$ cat config.mk
export PLATFORM = sky130hd
export DESIGN_NAME = gtp_link_monitor
export DESIGN_NICKNAME = d
export VERILOG_FILES = /design/src/rtl/gtp_mon_pkg.sv /design/src/rtl/gtp_lane_monitor.sv /design/src/rtl/gtp_link_monitor.sv
export SDC_FILE = /design/constraint.sdc
export NUM_CORES = 1
export LEC_CHECK = 0
export BUFFER_PORTS_ARGS = -buffer_cell sky130_fd_sc_hd__buf_4
export CORE_MARGIN = 5
export CORE_UTILIZATION = 55
export CTS_CLUSTER_SIZE = 24
export DETAILED_ROUTE_END_ITERATION = 12
export GPL_ROUTABILITY_DRIVEN = 0
export PLACE_DENSITY = 0.69
export SKIP_LAST_GASP = 1
export SYNTH_ARGS = -nofsm -noshare
export SYNTH_HDL_FRONTEND = slang
export SYNTH_HIERARCHICAL = 1
export SYNTH_SLANG_ARGS = --single-unit
$ cat constraint.sdc
create_clock -name clk -period 2.75 [get_ports clk]
set_clock_uncertainty 0.15 [all_clocks]
set_input_delay 0.1375 -clock clk [delete_from_list [all_inputs] [get_ports clk]]
set_output_delay 0.1375 -clock clk [all_outputs]
set_load 0.02 [all_outputs]
$ cat src/rtl/gtp_mon_pkg.sv
// gtp_mon_pkg
//   Shared types and helpers for the GTP link-health monitor.
//   - lane_state_e : per-lane link state (DOWN/HUNT/UP)
//   - STAT_*       : bit positions inside the 4-bit status nibble
//   - sat_inc      : saturating increment for counters up to SAT_W bits wide
package gtp_mon_pkg;

  typedef enum logic [1:0] {
    ST_DOWN = 2'd0,
    ST_HUNT = 2'd1,
    ST_UP   = 2'd2
  } lane_state_e;

  localparam int STAT_DISPERR  = 0;
  localparam int STAT_NOTINTAB = 1;
  localparam int STAT_ALIGNED  = 2;
  localparam int STAT_COMMA    = 3;

  localparam int SAT_W = 32;

  // Increments value, holding at the all-ones value of a 'width'-bit counter.
  function automatic logic [SAT_W-1:0] sat_inc(input logic [SAT_W-1:0] value,
                                               input int               width);
    logic [SAT_W-1:0] max_val;
    max_val = (width >= SAT_W) ? '1 : ((SAT_W'(1) << width) - SAT_W'(1));
    return (value >= max_val) ? max_val : value + SAT_W'(1);
  endfunction

endpackage

$ cat src/rtl/gtp_lane_monitor.sv
// gtp_lane_monitor
//   Link-state tracker for one 8b10b receive lane.
//   Ports:
//     clk, rst_n      clock, asynchronous active-low reset
//     aligned_i       byte alignment of the lane
//     err_i           any disparity / not-in-table error in this RX word
//     comma_i         any comma byte in this RX word
//     clr_i           clear both counters (wins over a same-cycle increment)
//     link_up_o       1 while the lane is UP (decoded from the state register)
//     link_up_nxt_o   next-state UP flag, used by the top for an aligned ALL_UP register
//     err_cnt_o       saturating count of error words seen in HUNT or UP
//     drop_cnt_o      saturating count of UP->DOWN transitions
module gtp_lane_monitor
  import gtp_mon_pkg::*;
#(
  parameter int CNT_W       = 16,
  parameter int LOCK_COMMAS = 8,
  parameter int UNLOCK_ERRS = 4,
  parameter int WINDOW      = 1024
) (
  input  logic             clk,
  input  logic             rst_n,
  input  logic             aligned_i,
  input  logic             err_i,
  input  logic             comma_i,
  input  logic             clr_i,
  output logic             link_up_o,
  output logic             link_up_nxt_o,
  output logic [CNT_W-1:0] err_cnt_o,
  output logic [CNT_W-1:0] drop_cnt_o
);

  localparam int GW = $clog2(LOCK_COMMAS + 1);
  localparam int WW = $clog2(WINDOW);
  localparam int EW = $clog2(UNLOCK_ERRS + 1);

  localparam logic [GW-1:0] GOOD_LAST   = GW'(LOCK_COMMAS - 1);
  localparam logic [WW-1:0] WCNT_LAST   = WW'(WINDOW - 1);
  localparam logic [EW-1:0] ERRWIN_LAST = EW'(UNLOCK_ERRS - 1);

  lane_state_e      state_q, state_d;
  logic [GW-1:0]    good_q, good_d;
  logic [WW-1:0]    wcnt_q, wcnt_d;
  logic [EW-1:0]    errwin_q, errwin_d;
  logic [CNT_W-1:0] err_cnt_q, err_cnt_d;
  logic [CNT_W-1:0] drop_cnt_q, drop_cnt_d;
  logic             wrap;
  logic             err_inc;
  logic             drop;

  // NOTE: every variable gets a default before the case so no path leaves
  // it unassigned; otherwise synthesis infers a latch.
  always_comb begin
    state_d  = state_q;
    good_d   = good_q;
    wcnt_d   = '0;      // window is only live in UP; zero elsewhere so UP entry starts clean
    errwin_d = '0;
    wrap     = 1'b0;
    case (state_q)
      ST_DOWN: begin
        good_d = '0;
        if (aligned_i) state_d = ST_HUNT;
      end
      ST_HUNT: begin
        if (!aligned_i) begin
          state_d = ST_DOWN;
        end else if (err_i) begin
          good_d = '0;
        end else if (comma_i) begin
          if (good_q == GOOD_LAST) begin
            state_d = ST_UP;
            good_d  = '0;
          end else begin
            good_d = good_q + 1'b1;
          end
        end
      end
      ST_UP: begin
        if (!aligned_i) begin
          state_d = ST_DOWN;
        end else if (err_i && (errwin_q == ERRWIN_LAST)) begin
          state_d = ST_DOWN;
        end else begin
          // The word on the wrap cycle opens the next window.
          wrap     = (wcnt_q == WCNT_LAST);
          wcnt_d   = wrap ? '0 : wcnt_q + 1'b1;
          errwin_d = wrap ? EW'(err_i) : errwin_q + EW'(err_i);
        end
      end
      default: state_d = ST_DOWN;
    endcase
  end

  assign err_inc = err_i && (state_q != ST_DOWN);
  assign drop    = (state_q == ST_UP) && (state_d == ST_DOWN);

  always_comb begin
    err_cnt_d  = err_cnt_q;
    drop_cnt_d = drop_cnt_q;
    if (clr_i) begin
      err_cnt_d  = '0;
      drop_cnt_d = '0;
    end else begin
      if (err_inc) err_cnt_d  = CNT_W'(sat_inc(SAT_W'(err_cnt_q), CNT_W));
      if (drop)    drop_cnt_d = CNT_W'(sat_inc(SAT_W'(drop_cnt_q), CNT_W));
    end
  end

  // NOTE: state registers use non-blocking assignments so every flop samples
  // the pre-edge value of its neighbours, matching real hardware.
  always_ff @(posedge clk or negedge rst_n) begin
    if (!rst_n) begin
      state_q    <= ST_DOWN;
      good_q     <= '0;
      wcnt_q     <= '0;
      errwin_q   <= '0;
      err_cnt_q  <= '0;
      drop_cnt_q <= '0;
    end else begin
      state_q    <= state_d;
      good_q     <= good_d;
      wcnt_q     <= wcnt_d;
      errwin_q   <= errwin_d;
      err_cnt_q  <= err_cnt_d;
      drop_cnt_q <= drop_cnt_d;
    end
  end

  assign link_up_o     = (state_q == ST_UP);
  assign link_up_nxt_o = (state_d == ST_UP);
  assign err_cnt_o     = err_cnt_q;
  assign drop_cnt_o    = drop_cnt_q;

endmodule

$ cat src/rtl/gtp_link_monitor.sv
// gtp_link_monitor
//   Per-lane 8b10b link-health monitor for NLANES GTP receive lanes.
//   Ports:
//     clk, rst_n           RX user clock, asynchronous active-low reset
//     rxdisperr_i          disparity error, lane l on bits [l*NB +: NB]
//     rxnotintable_i       not-in-table error, same packing
//     rxchariscomma_i      comma byte flags, same packing
//     rxbyteisaligned_i    byte alignment per lane
//     sel_i                lane selected for counters/status/clear
//     clr_cnt_i            one-cycle strobe: clear both counters of lane sel_i
//     link_up_o            1 = lane is UP
//     all_up_o             AND of all lane UP flags (same cycle as link_up_o)
//     err_cnt_o, drop_cnt_o, stat_o
//                          registered view of lane sel_i; zero when sel_i >= NLANES.
//                          stat_o = {comma, aligned, notintab, disperr} of the
//                          previous cycle's raw inputs.
module gtp_link_monitor
  import gtp_mon_pkg::*;
#(
  parameter int NLANES      = 4,
  parameter int NB          = 2,
  parameter int CNT_W       = 16,
  parameter int LOCK_COMMAS = 8,
  parameter int UNLOCK_ERRS = 4,
  parameter int WINDOW      = 1024
) (
  input  logic                 clk,
  input  logic                 rst_n,
  input  logic [NLANES*NB-1:0] rxdisperr_i,
  input  logic [NLANES*NB-1:0] rxnotintable_i,
  input  logic [NLANES*NB-1:0] rxchariscomma_i,
  input  logic [NLANES-1:0]    rxbyteisaligned_i,
  input  logic [2:0]           sel_i,
  input  logic                 clr_cnt_i,
  output logic [NLANES-1:0]    link_up_o,
  output logic                 all_up_o,
  output logic [CNT_W-1:0]     err_cnt_o,
  output logic [CNT_W-1:0]     drop_cnt_o,
  output logic [3:0]           stat_o
);

  logic [NLANES-1:0] lane_disp;
  logic [NLANES-1:0] lane_nit;
  logic [NLANES-1:0] lane_comma;
  logic [NLANES-1:0] lane_clr;
  logic [NLANES-1:0] lane_up_nxt;
  logic [CNT_W-1:0]  lane_err_cnt  [NLANES];
  logic [CNT_W-1:0]  lane_drop_cnt [NLANES];

  for (genvar l = 0; l < NLANES; l++) begin : g_lane
    assign lane_disp[l]  = |rxdisperr_i[l*NB +: NB];
    assign lane_nit[l]   = |rxnotintable_i[l*NB +: NB];
    assign lane_comma[l] = |rxchariscomma_i[l*NB +: NB];
    // An out-of-range select matches no lane, so the strobe is dropped.
    assign lane_clr[l]   = clr_cnt_i && (sel_i == 3'(l));

    gtp_lane_monitor #(
      .CNT_W       (CNT_W),
      .LOCK_COMMAS (LOCK_COMMAS),
      .UNLOCK_ERRS (UNLOCK_ERRS),
      .WINDOW      (WINDOW)
    ) u_lane (
      .clk           (clk),
      .rst_n         (rst_n),
      .aligned_i     (rxbyteisaligned_i[l]),
      .err_i         (lane_disp[l] | lane_nit[l]),
      .comma_i       (lane_comma[l]),
      .clr_i         (lane_clr[l]),
      .link_up_o     (link_up_o[l]),
      .link_up_nxt_o (lane_up_nxt[l]),
      .err_cnt_o     (lane_err_cnt[l]),
      .drop_cnt_o    (lane_drop_cnt[l])
    );
  end

  logic [CNT_W-1:0] sel_err, sel_drop;
  logic [3:0]       sel_stat;

  always_comb begin
    sel_err  = '0;
    sel_drop = '0;
    sel_stat = '0;
    for (int l = 0; l < NLANES; l++) begin
      if (sel_i == 3'(l)) begin
        sel_err                 = lane_err_cnt[l];
        sel_drop                = lane_drop_cnt[l];
        sel_stat[STAT_DISPERR]  = lane_disp[l];
        sel_stat[STAT_NOTINTAB] = lane_nit[l];
        sel_stat[STAT_ALIGNED]  = rxbyteisaligned_i[l];
        sel_stat[STAT_COMMA]    = lane_comma[l];
      end
    end
  end

  logic             all_up_q;
  logic [CNT_W-1:0] err_cnt_q, drop_cnt_q;
  logic [3:0]       stat_q;

  always_ff @(posedge clk or negedge rst_n) begin
    if (!rst_n) begin
      all_up_q   <= 1'b0;
      err_cnt_q  <= '0;
      drop_cnt_q <= '0;
      stat_q     <= '0;
    end else begin
      all_up_q   <= &lane_up_nxt;  // next-state AND keeps ALL_UP in step with LINK_UP
      err_cnt_q  <= sel_err;
      drop_cnt_q <= sel_drop;
      stat_q     <= sel_stat;
    end
  end

  assign all_up_o   = all_up_q;
  assign err_cnt_o  = err_cnt_q;
  assign drop_cnt_o = drop_cnt_q;
  assign stat_o     = stat_q;

endmodule

# Yosys cells after proc, flatten, opt, wreduce, memory -nomap -nowiden
# Cells that the tools add are included.
dict set report word_totals {
  out_inout_bits 41
  in_bits 34
  regBits 241
  word_cells 273
}
dict set report op_classes {
  n_lt_le_gt_ge 8
  addsub 20
  reduce_logical 58
  n_eq_ne 35
  bitwise_logic 4
  mux 120
}
# cell count
set ops {}
lappend ops {{$mux 16} 32}
lappend ops {{$mux 10} 16}
lappend ops {{$add 16x1->16 const B} 8}
lappend ops {{$ge 16x16->1 const B} 8}
lappend ops {{$mux 4} 20}
lappend ops {{$mux 2} 28}
lappend ops {{$mux 3} 16}
lappend ops {{$add 10x1->10 const B} 4}
lappend ops {{$eq 10x10->1 const B} 4}
lappend ops {{$pmux 4 s2} 4}
lappend ops {{$reduce_bool 2->1} 16}
lappend ops {{$pmux 2 s3} 4}
lappend ops {{$reduce_or 2->1} 12}
lappend ops {{$eq 3x2->1 const B} 6}
lappend ops {{$add 4x1->4 const B} 4}
lappend ops {{$eq 2x2->1 const B} 8}
lappend ops {{$eq 4x3->1 const B} 4}
lappend ops {{$logic_and 1x1->1} 16}
lappend ops {{$logic_not 2->1} 8}
lappend ops {{$add 3x1->3} 4}
lappend ops {{$ne 3x1->1 const B} 4}
lappend ops {{$reduce_and 3->1} 4}
lappend ops {{$eq 2x1->1 const B} 4}
lappend ops {{$ne 2x2->1 const B} 4}
lappend ops {{other kinds (4)} 7}

# Longest topological paths before layout
# Gate-level depths: netlist of the first run.
dict set report depth {
  depth_word 10
  depth_mapped 8
  mapped_depth_nobuf 6
}

# Hierarchy
# Netlist of the first run, hierarchy kept.
# module cells_per_inst n_inst seq_area_each_um2 area_each_um2
set by_module_without_submodules {}
lappend by_module_without_submodules {{gtp_lane_monitor (g_lane[0].u_lane ...)} 295 3 1276.2 2760.1}
lappend by_module_without_submodules {{gtp_lane_monitor (g_lane[3].u_lane)} 279 1 1276.2 2723.9}
lappend by_module_without_submodules {gtp_link_monitor 152 1 925.9 2174.6}

# Worst setup path before layout of the first run
# OpenSTA, ideal clock, no wires.
dict set report synth_path {
  path_kind {register -> register}
  from {reg g_lane[0].u_lane.drop_cnt_q[0]}
  to {reg g_lane[0].u_lane.drop_cnt_q[10]}
  setup_time_ns 0.099
  slack_ns 0.709
  synth_period_minus_slack_ns 2.041
  n_path_buf 1
  arrival_time_ns 1.791
  stages_incl_launch_ff 7
  t_required_ns 2.501
  cell_sequence {dfrtp_1 -> ha_1 -> nand3_4 -> or4_4 -> buf_6 -> and2_0 -> a311oi_1}
}
dict set report synth_via {
  elab_chain_len 4
  word_cells_on_any_way 5
  classes_between {add/sub: 1; order compare: 1; mux: 3}
}
# item line
set synth_lines {}
lappend synth_lines {{start: declaration} gtp_lane_monitor.sv:46} ;# logic [CNT_W-1:0] drop_cnt_q, drop_cnt_d;
lappend synth_lines {{start signal: assignment} gtp_lane_monitor.sv:125} ;# drop_cnt_q <= drop_cnt_d;
lappend synth_lines {{$add 16x1->16 or $ge 16x16->1 (tied branches)} gtp_mon_pkg.sv:26} ;# return (value >= max_val) ? max_val : value + SAT_W'(1);
lappend synth_lines {{$mux 16 (*)} gtp_mon_pkg.sv:26}
lappend synth_lines {{$mux 16 (*)} gtp_lane_monitor.sv:105} ;# if (drop) drop_cnt_d = CNT_W'(sat_inc(SAT_W'(drop_cnt_q), CNT_W));
lappend synth_lines {{$mux 16 (*)} gtp_lane_monitor.sv:100} ;# if (clr_i) begin
# Every way passes the cells marked *; elsewhere a longest branch is shown, timed or not. The select of a mux whose other input is x is not followed.
# A chain may end at the register's enable or synchronous reset.

# Final worst setup path of the first run
dict set report layout_path {
  from {in rxnotintable_i[5]}
  to {reg g_lane[2].u_lane.drop_cnt_q[12]}
}
dict set report layout_via {
  elab_chain_len 9
  word_cells_on_any_way 11
  classes_between {mux: 5; bitwise: 1; reduce/logical: 5}
}
# item line
set layout_lines {}
lappend layout_lines {{start: declaration} gtp_link_monitor.sv:30} ;# input logic [NLANES*NB-1:0] rxnotintable_i,
lappend layout_lines {{$reduce_or 2->1 (*)} gtp_link_monitor.sv:52} ;# assign lane_nit[l] = |rxnotintable_i[l*NB +: NB];
lappend layout_lines {{$or 1x1->1 (*)} gtp_link_monitor.sv:66} ;# .err_i (lane_disp[l] | lane_nit[l]),
lappend layout_lines {{$logic_and 1x1->1} gtp_lane_monitor.sv:81} ;# end else if (err_i && (errwin_q == ERRWIN_LAST)) begin
lappend layout_lines {{$mux 2} gtp_lane_monitor.sv:81}
lappend layout_lines {{$mux 2} gtp_lane_monitor.sv:79} ;# if (!aligned_i) begin
lappend layout_lines {{$pmux 2 s3 (*)} gtp_lane_monitor.sv:59} ;# case (state_q)
lappend layout_lines {{$logic_not 2->1 (*)} gtp_lane_monitor.sv:95} ;# assign drop = (state_q == ST_UP) && (state_d == ST_DOWN);
lappend layout_lines {{$logic_and 1x1->1 (*)} gtp_lane_monitor.sv:95}
lappend layout_lines {{$reduce_bool 2->1 (no line) (*)} --}
lappend layout_lines {{end signal: assignment} gtp_lane_monitor.sv:125}
lappend layout_lines {{end: declaration} gtp_lane_monitor.sv:46}
# Every way passes the cells marked *; elsewhere a longest branch is shown, timed or not.

==> out/qor.csv, run 1 <==
metric;value;unit
kind of critical path;in -> reg;
Antenna diodes;0;
vias in the first global route;10600;
clock buffer count from CTS;28;
Syn-to-layout area delta;16.3;%
drt wl/cell;19.4;um
setup tns final;0;ps
critical path peak fanout;6;
via count;11100;
GR Util met2;38.9;%
met3 usage;4.79;%
Post-synth top flop;dfrtp_1;
setup bufs post-CTS;0;
Final period util;91.9;%
htree depth;1;
Tmin final;2530;ps
max-cap viol count;0;
Avg Vias per Cell;6.31;
count of input and output buffers;74;
Async S/R FF share, synth;100;%
share of layout cells above drive strength 1;15.8;%
clock share of power;43.4;%
P_sw;2.24;mW
First DRT Iteration DRCs;1131;
GRT busiest layer;met2;
Pint;6.45;mW
setup ws final;221;ps
Ports;75;
Syn Nets;1374;
Clock transition at path regs;60;ps
post-route antenna net violation count;0;
CTS sink cnt;241;
Slew Limit Headroom;29.3;%
static leakage;6.39;nW
grt ovf;0;
Sw Share;25.8;%
initial core utilization;56.0;%
status;completed;
Final nets;1478;
Comb power frac;10.0;%
Syn Std Cell Area;13200;um2
worst hold slack;24.2;ps
worst path arrival time;2800;ps
RSZ-0062 raised after global routing;no;
# rows;56;
Least-Margin Pin Slew;1060;ps
CTS tree;built;
hpwl dp;24100;um
Residual DRC;0;
fmax;0.395;GHz
synthesized flop and latch total;241;
Worst setup EP type;flip-flop;
global-route usage over all layers;25.5;%
Yosys cell types;67;
part of the power in registers;46.6;%
Root Driver;clkbuf_16;
drt first pass iters;5;
initial antenna violation count;0;
pre-CTS WS;368;ps
die height;165;um
WP data required;3020;ps
Max Root-Sink Buffers;3;
startpoint class of the critical path;input port;
register area share after synthesis;45.8;%
pin count of the biggest net entering global routing;76;
final setup fails;0;
Pwr per Cell Area;567;nW/um2
first-pass GRT wire length;55700;um
Die X;165;um
Final Max Tran Viols;0;
VDD IR max;0.473;mV
number of synthesized flops with an enable pin;0;
Hold Violations, Final;0;
final WL;34200;um
latest clock arrival within the worst-skew pair;540;ps
cells after synthesis;1316;
DIE AREA;27200;um2
Syn. warnings;6;
Syn Area/Cell;10.0;um2
core area;23500;um2
hold crit path type;in -> reg;
M1 GR Usage;37.8;%
## synthesized netlist by cell type, types with 8 or more instances
| library cell | count | share of area [%] |
|---|---|---|
| clkbuf_1 | 28 | 0.80 |
| dfrtp_1 | 241 | 46 |
| nor4_1 | 29 | 1.4 |
| a311oi_1 | 32 | 2.1 |
| and3_1 | 29 | 1.4 |
| inv_1 | 45 | 1.3 |
| o21ai_0 | 65 | 2.5 |
| mux4_2 | 33 | 5.6 |
| nor2b_1 | 46 | 2.2 |
| or2_2 | 9 | 0.43 |
| o221a_2 | 9 | 0.77 |
| a31oi_1 | 46 | 2.2 |
| a221oi_1 | 9 | 0.60 |
| nor2_1 | 135 | 3.8 |
| a21oi_1 | 67 | 2.5 |
| nand3_1 | 66 | 2.5 |
| buf_6 | 11 | 0.94 |
| or3_1 | 8 | 0.38 |
| nand2_1 | 87 | 2.5 |
| buf_2 | 10 | 0.38 |
| and2_1 | 12 | 0.57 |
| nand4_1 | 23 | 1.1 |
| ha_1 | 24 | 2.3 |
| nor3_1 | 51 | 1.9 |
| o21a_1 | 10 | 0.57 |
| and4_1 | 14 | 0.93 |
| xor2_1 | 8 | 0.53 |
| xnor2_1 | 24 | 1.6 |
| a211oi_1 | 16 | 0.91 |
## critical path: stages
cell and delay [ps]:
dlygate4sd3_1 540, buf_4 110, nor2_1 50, dlygate4sd3_1 550, nand2_1 80, nand4b_1 280, a2111oi_4 600, nand4_1 160
mux2_2 290
## worst paths after layout
kind | startpoint | to | slack (ps) | cells past startpoint
setup / recovery | rxnotintable_i[5] | g_lane[2].u_lane/drop_cnt_o[12] | 220 | 9
hold / removal | clr_cnt_i | g_lane[2].u_lane/err_cnt_o[1] | 20 | 3
setup reg to reg | g_lane[0].u_lane/errwin_q[2] | g_lane[0].u_lane/drop_cnt_o[11] | 300 | 4
hold reg to reg | g_lane[3].u_lane/wcnt_q[0] | g_lane[3].u_lane/wcnt_q[0] | 330 | 1
max in group asynchronous | rst_n | g_lane[2].u_lane/good_q[2] | 1680 | 3
min in group asynchronous | rst_n | g_lane[0].u_lane/err_cnt_o[10] | 40 | 2
## power by group through the flow
stage | clock, mW | sequential, mW | combinational, mW
after global routing | 4.00 | 4.08 | 0.960
final | 3.77 | 4.05 | 0.868
after floorplan | 0 | 4.03 | 0.504
after CTS | 3.84 | 4.04 | 0.874
after detailed placement | 0 | 4.10 | 0.831
after global placement | 0 | 4.09 | 0.823
## flip-flops by register name (all words and copies together) (netlist names)
| signal | cells |
|---|---|
| g_lane.u_lane/drop_cnt_o | 64 |
| g_lane.u_lane/err_cnt_o | 64 |
| g_lane.u_lane/wcnt_q | 40 |
| drop_cnt_o | 16 |
| err_cnt_o | 16 |
| g_lane.u_lane/good_q | 16 |
| g_lane.u_lane/errwin_q | 12 |
| g_lane.u_lane/state_q | 8 |
| stat_o | 4 |
| all_up_o | 1 |
## metal layers
layer  up-vias  share of wire, %
met4         0               2.3
li1       5212                 -
met2       372                45
met1      5471                45
met3        65               7.0
met5         -                 0
## layout make-up
type | count | area, um2
multi-input combinational | 980 | 6730
fill | 1912 | 8210
inverter | 45 | 169
clock inverter | 10 | 106
clock buffer | 42 | 845
tap | 319 | 399
sequential | 241 | 6030
timing repair buffer | 124 | 1050
## kinds of logic after synthesis
family / synth area share (%)
AO/OA/AOI/OAI: 16.9
multiplexers: 6.28
flip-flops: 45.8
adder cells (fa/ha/maj): 2.28
AND/OR/NAND/NOR: 23.2
XOR/XNOR: 2.13
buffers and inverters: 3.43
## what timing repair did
item,CTS,global route
resized for setup,0,0
hold buffers,29,0
endpoints found under the hold margin,306,0
## layout by cell type, fill, tap and decap left out, drive strengths merged, types with 24 or more instances in the layout
master and n:
dfrtp 241, nor2 135, buf 95, nand2 87
nand3 69, a21oi 67, o21ai 66, nor3 53
nor2b 46, a31oi 46, inv 46, clkbuf 42
mux4 33, a311oi 32, and3 32, nand4 31
nor4 29, dlygate4sd3 29, xnor2 24, ha 24
## per-stage QoR
step	cells	utilization, %	cell area [um2]	power, mW
floorplan	1316	-	13200	4.53
global placement	1680	59.8	14100	4.92
detailed placement	1680	59.8	14100	4.93
CTS	1761	65.1	15300	8.75
global route	1761	65.1	15300	9.04
finish	1761	65.1	15300	8.69
Power figures use the tool's default switching activity.
==> run 2: changes to the inputs <==
--- a/config.mk
+++ b/config.mk
@@ -11,6 +11,7 @@
 export CTS_CLUSTER_SIZE = 24
 export DETAILED_ROUTE_END_ITERATION = 12
 export GPL_ROUTABILITY_DRIVEN = 0
+export HOLD_SLACK_MARGIN = 0.03
 export PLACE_DENSITY = 0.69
 export SKIP_LAST_GASP = 1
 export SYNTH_ARGS = -nofsm -noshare
==> constraint.sdc (replaced) <==
create_clock -name clk -period 2.34 [get_ports clk]
set_clock_uncertainty 0.15 [all_clocks]
set_input_delay 0.117 -clock clk [delete_from_list [all_inputs] [get_ports clk]]
set_output_delay 0.117 -clock clk [all_outputs]
set_load 0.02 [all_outputs]
==> run 2 against run 1 <==
Compared with the run above: design area is 4.2% higher; cell count is 4.0% higher; register-to-register slack lost 140 ps; highest routed layer unchanged.
==> out/qor.csv, run 2 (synthesis results as in run 1) <==
metric;value;unit;change
Die X;165;um;unchanged
pin count of the biggest net entering global routing;70;;-7.9%
DIE AREA;27200;um2;unchanged
via count;11600;;+4.2%
GR Util met2;42.4;%;+3.5 points
hpwl dp;25800;um;+6.9%
drt first pass iters;5;;unchanged
Slew Limit Headroom;46.5;%;+17 points
Residual DRC;0;;unchanged
hold crit path type;in -> reg;;
Least-Margin Pin Slew;796;ps;-265 ps
drt wl/cell;19.7;um;+1.3%
Syn-to-layout area delta;21.2;%;
htree depth;1;;unchanged
pre-CTS WS;-93.9;ps;-462 ps
latest clock arrival within the worst-skew pair;550;ps;about the same
most common cell after layout, fill and taps aside;dfrtp_1;;
CP top delay family;simple AND/OR/NAND/NOR gates;;
Final Power;10.7;mW;+23%
WP data required;2680;ps;-340 ps
status;completed;;
Root Driver;clkbuf_16;;
CP bufs+invs;1;;-2
most frequent cells in the layout;dfrtp_1, buf_4, nor2_1;;
VDD IR max;0.567;mV;+20%
fmax;0.458;GHz;
global-route usage over all layers;27.1;%;+1.7 points
GRT busiest layer;met2;;
Final nets;1551;;+4.9%
Tmin final;2180;ps;
Max stage delay on crit path;590;ps;about the same
Avg Vias per Cell;6.32;;+0.14%
Hold Violations, Final;0;;unchanged
Final period util;93.3;%;
multi-input logic area;6750;um2;+0.26%
Sequential Area;6030;um2;unchanged
startpoint class of the critical path;flip-flop;;
CP Cell Sequence;ha_1, nand4_1, or4_1, buf_4, a31oi_1, o21a_1;;
share of layout cells above drive strength 1;19.9;%;+4.1 points
Final Core Density;67.9;%;+2.8 points
CTS sink cnt;241;;unchanged
setup ws final;156;ps;-65.0 ps
finished layout cell area;16000;um2;+4.2%
Max Root-Sink Buffers;3;;unchanged
Fillers;1837;;-3.9%
M1 GR Usage;38.7;%;+0.97 points
Pwr per Cell Area;668;nW/um2;+18%
initial core utilization;56.0;%;unchanged
met3 usage;5.64;%;+0.85 points
max-cap viol count;0;;unchanged
worst path arrival time;2530;ps;-270 ps
Ports;75;;unchanged
critical path peak fanout;9;;+3
CTS tree;built;;
kind of critical path;reg -> reg;;
post-route antenna net violation count;0;;unchanged
Worst setup EP type;flip-flop;;
static leakage;6.77;nW;+6.0%
initial antenna violation count;0;;unchanged
die height;165;um;unchanged
Antenna diodes;0;;unchanged
first-pass GRT wire length;59300;um;+6.5%
Placed Area;14600;um2;+4.0%
Clock transition at path regs;60;ps;about the same
final setup fails;0;;unchanged
final WL;36100;um;+5.4%
count of input and output buffers;74;;unchanged
# rows;56;;unchanged
setup bufs post-CTS;0;;unchanged
grt ovf;0;;unchanged
First DRT Iteration DRCs;1103;;-2.5%
Final Max Tran Viols;0;;unchanged
vias in the first global route;11200;;+5.7%
clock buffer count from CTS;27;;-3.6%
core area;23500;um2;unchanged
slowest CP cell;or4_1;;
run 2: cell count changes in the layout (fill, tap and decap cells not counted), moves of 2 or more:
cell / previous run / this run
buf_4: 91 / 160
clkbuf_1: 6 / 4
bufinv_16: 2 / 6
clkinv_2: 6 / 3
clkbuf_16: 29 / 27
nor4_2: 0 / 2
dlygate4sd3_1: 29 / 32
nor4_1: 29 / 27
buf_12: 3 / 5
run 2: final cells by class:
cell class                 count  area share [%]
clock buffer                  37            4.84
clock inverter                12            1.38
inverter                      45            1.06
multi-input combinational    980            42.2
sequential                   241            37.7
tap                          319            2.50
timing repair buffer         198            10.2
run 2: worst paths after layout:
kind	startpoint	endpoint	slack, ps	depth (start not counted)
worst max-delay path	g_lane[0].u_lane/err_cnt_o[1]	g_lane[0].u_lane/err_cnt_o[5]	160	6
worst min register to register	g_lane[0].u_lane/wcnt_q[0]	g_lane[0].u_lane/wcnt_q[0]	330	1
worst min-delay path	rxchariscomma_i[7]	g_lane[3].u_lane/good_q[1]	70	6
min in group asynchronous	rst_n	g_lane[0].u_lane/good_q[0]	500	3
max in group asynchronous	rst_n	g_lane[3].u_lane/good_q[1]	810	4
worst max register to register	g_lane[0].u_lane/err_cnt_o[1]	g_lane[0].u_lane/err_cnt_o[5]	160	6
run 2: worst min-delay path: stages:
cell and delay (ps):
buf_4 70, or2_2 100, o21ai_0 100, a21o_1 230
nand2_1 70, nand2_1 40
run 2: routing by layer:
| layer | share of wire [%] | routed length, um |
|---|---|---|
| met1 | 44 | 15900 |
| met5 | 0 | 0 |
| met2 | 46 | 16400 |
| met3 | 7.3 | 2630 |
| met4 | 3.1 | 1130 |
run 2: timing repair:
action | in CTS | in global routing
endpoints found under the hold margin | 331 | 0
cloned | 0 | 0
endpoints found under the setup margin | 7 | 5
hold buffers | 32 | 0
resized for setup | 1 | 3
pin swaps | 0 | 0
run 2: through the flow:
step | hold slack, ps | instances | setup TNS, ps
CTS | 53.5 | 1832 | 0
detailed placement | -63.4 | 1751 | -373
global placement | -70.8 | 1751 | 0
global route | 110 | 1832 | -47.3
finish | 73.5 | 1832 | 0
floorplan | -329 | 1316 | 0
run 2: power by group:
part | leakage (nW) | internal, mW | switching (mW)
registers | 3.31 | 4.39 | 0.231
logic | 2.98 | 0.620 | 0.727
clock network | 0.486 | 2.96 | 1.74
==> run 3: changes to the inputs <==
--- a/config.mk
+++ b/config.mk
@@ -6,6 +6,7 @@
 export NUM_CORES = 1
 export LEC_CHECK = 0
 export BUFFER_PORTS_ARGS = -buffer_cell sky130_fd_sc_hd__buf_4
+export CORE_ASPECT_RATIO = 1.2
 export CORE_MARGIN = 5
 export CORE_UTILIZATION = 55
 export CTS_CLUSTER_SIZE = 24
==> run 3 against run 2 <==
Compared with the run above: register-to-register slack is essentially flat; hold slack got worse by 23 ps; first-iteration DRC count is 32% lower; flip-flop and latch count unchanged; combinational power shrank 7%; clock power down 5.3%; sequential power up 0.9%; core utilization down 1.3 points; fmax shrank 0.26%; via count shrank 0.41%; sequential share of layout area rose by 0.27 points; die area hardly changed; largest cell class unchanged.
==> out/qor.csv, run 3 (synthesis results as in run 1) <==
metric;value;unit;change
clock buffer count from CTS;27;;unchanged
Die X;151;um;-8.2%
First DRT Iteration DRCs;749;;-32%
hpwl dp;25100;um;-2.6%
grt ovf;0;;unchanged
first-pass GRT wire length;57600;um;-2.9%
most frequent cells in the layout;dfrtp_1, buf_4, nor2_1;;
startpoint class of the critical path;flip-flop;;
Syn-to-layout area delta;20.4;%;
static leakage;6.71;nW;-0.84%
most common cell after layout, fill and taps aside;dfrtp_1;;
Worst setup EP type;flip-flop;;
initial antenna violation count;1;;+1
Pwr per Cell Area;655;nW/um2;-2.0%
CP top delay family;simple AND/OR/NAND/NOR gates;;
P_sw;2.63;mW;-2.5%
slowest CP cell;or4_4;;
Fillers;1888;;+2.8%
Final Core Density;66.6;%;-1.3 points
Final Max Tran Viols;0;;unchanged
worst hold slack;50.5;ps;-23.0 ps
Root Driver;clkbuf_16;;
global-route usage over all layers;25.8;%;-1.4 points
max-cap viol count;0;;unchanged
WP data required;2620;ps;-60 ps
final WL;35200;um;-2.4%
Comb power frac;12.2;%;-0.4 points
# rows;62;;+11%
vias in the first global route;11000;;-1.8%
Slew Limit Headroom;55.1;%;+8.5 points
kind of critical path;reg -> reg;;
Tmin final;2190;ps;+5.69 ps
Pint;7.75;mW;-2.8%
final setup fails;0;;unchanged
DIE AREA;27200;um2;about the same
initial core utilization;55.3;%;-0.64 points
Avg Vias per Cell;6.31;;-0.14%
via count;11500;;-0.41%
Max stage delay on crit path;620;ps;+30 ps
Sw Share;25.4;%;+0.066 points
fmax;0.457;GHz;-0.26%
Clock transition at path regs;60;ps;about the same
Least-Margin Pin Slew;668;ps;-128 ps
setup tns final;0;ps;unchanged
clock share of power;43.0;%;-1.1 points
Ports;75;;unchanged
CTS tree;built;;
die height;180;um;+9.0%
Hold Violations, Final;0;;unchanged
setup bufs post-CTS;0;;unchanged
CP bufs+invs;0;;-1
Final period util;93.6;%;+0.24 points
status;completed;;
Max Root-Sink Buffers;3;;unchanged
pin count of the biggest net entering global routing;66;;-5.7%
share of layout cells above drive strength 1;19.7;%;-0.19 points
critical path peak fanout;8;;-1
htree depth;1;;unchanged
latest clock arrival within the worst-skew pair;530;ps;-20 ps
worst path arrival time;2470;ps;-60 ps
RSZ-0062 raised after global routing;yes;;
core area;23800;um2;+1.2%
count of input and output buffers;74;;unchanged
drt wl/cell;19.3;um;-2.1%
post-route antenna net violation count;0;;unchanged
VDD IR max;0.570;mV;+0.38%
CP Cell Sequence;ha_1, nand3_4, or4_4, and2_0, a311oi_1;;
Antenna diodes;0;;unchanged
Residual DRC;0;;unchanged
drt first pass iters;8;;+3
Final nets;1545;;-0.39%
part of the power in registers;44.9;%;+1.6 points
CTS sink cnt;241;;unchanged
hold crit path type;in -> reg;;
-- run 3: changes by cell type in the layout (fill, tap and decap cells not counted), moves of 2 or more --
cell	change
buf_12	-2
bufinv_16	-2
buf_4	-3
clkinv_2	+4
-- run 3: area by class of cell --
type	count	area [um2]	area share, %
tap	320	400	2.52
clock inverter	12	163	1.03
timing repair buffer	192	1560	9.86
inverter	45	169	1.06
clock buffer	37	783	4.94
multi-input combinational	980	6750	42.6
sequential	241	6030	38.0
-- run 3: metal layers --
| metal | part of all wire, % | vias up | GRT usage (%) |
|---|---|---|---|
| met1 | 43 | 5697 | 37.1 |
| met4 | 2.1 | 0 | 5.84 |
| met3 | 7.5 | 63 | 4.48 |
| met5 | 0 | - | 0 |
| li1 | - | 5339 | - |
| met2 | 47 | 437 | 41.0 |
-- run 3: worst register-to-register path: cells and delay by family, from the launching register on --
family	cells	cell delay (ps)
and+or+nand+nor	3	950
DFF	1	440
adders and majority gates	1	280
AOI/OAI and AO/OA	1	260
-- run 3: repair_timing --
action	in CTS	in global routing
hold buffers	31	0
setup endpoints to repair	0	10
endpoints found under the hold margin	345	0
resized for setup	0	5
-- run 3: power by group through the flow --
stage | clock (mW) | combinational, mW | sequential (mW)
2_1_floorplan | 0 | 0.592 | 4.73
3_3_place_gp | 0 | 1.20 | 4.72
3_5_place_dp | 0 | 1.21 | 4.72
4_1_cts | 4.54 | 1.26 | 4.65
5_1_grt | 4.75 | 1.39 | 4.69
6_report | 4.46 | 1.26 | 4.66
-- run 3: worst paths after layout --
kind | from | to | slack (ps) | cells after the start
hold / removal | sel_i[0] | stat_o[3] | 50 | 2
max in group asynchronous | rst_n | g_lane[2].u_lane/wcnt_q[1] | 750 | 4
setup / recovery | g_lane[2].u_lane/drop_cnt_o[0] | g_lane[2].u_lane/drop_cnt_o[10] | 150 | 5
min in group asynchronous | rst_n | g_lane[1].u_lane/err_cnt_o[12] | 500 | 3
hold reg to reg | g_lane[3].u_lane/wcnt_q[0] | g_lane[3].u_lane/wcnt_q[0] | 330 | 1
setup reg to reg | g_lane[2].u_lane/drop_cnt_o[0] | g_lane[2].u_lane/drop_cnt_o[10] | 150 | 5
-- run 3: stage by stage --
step                power [mW]  std cells  instance area (um2)  worst slack, ps
floorplan                 5.32       1316                13200              299
global placement          5.92       1747                14600              230
detailed placement        5.94       1747                14600              143
CTS                       10.5       1827                15800             65.4
global route              10.8       1827                15900             14.5
finish                    10.4       1827                15900              151
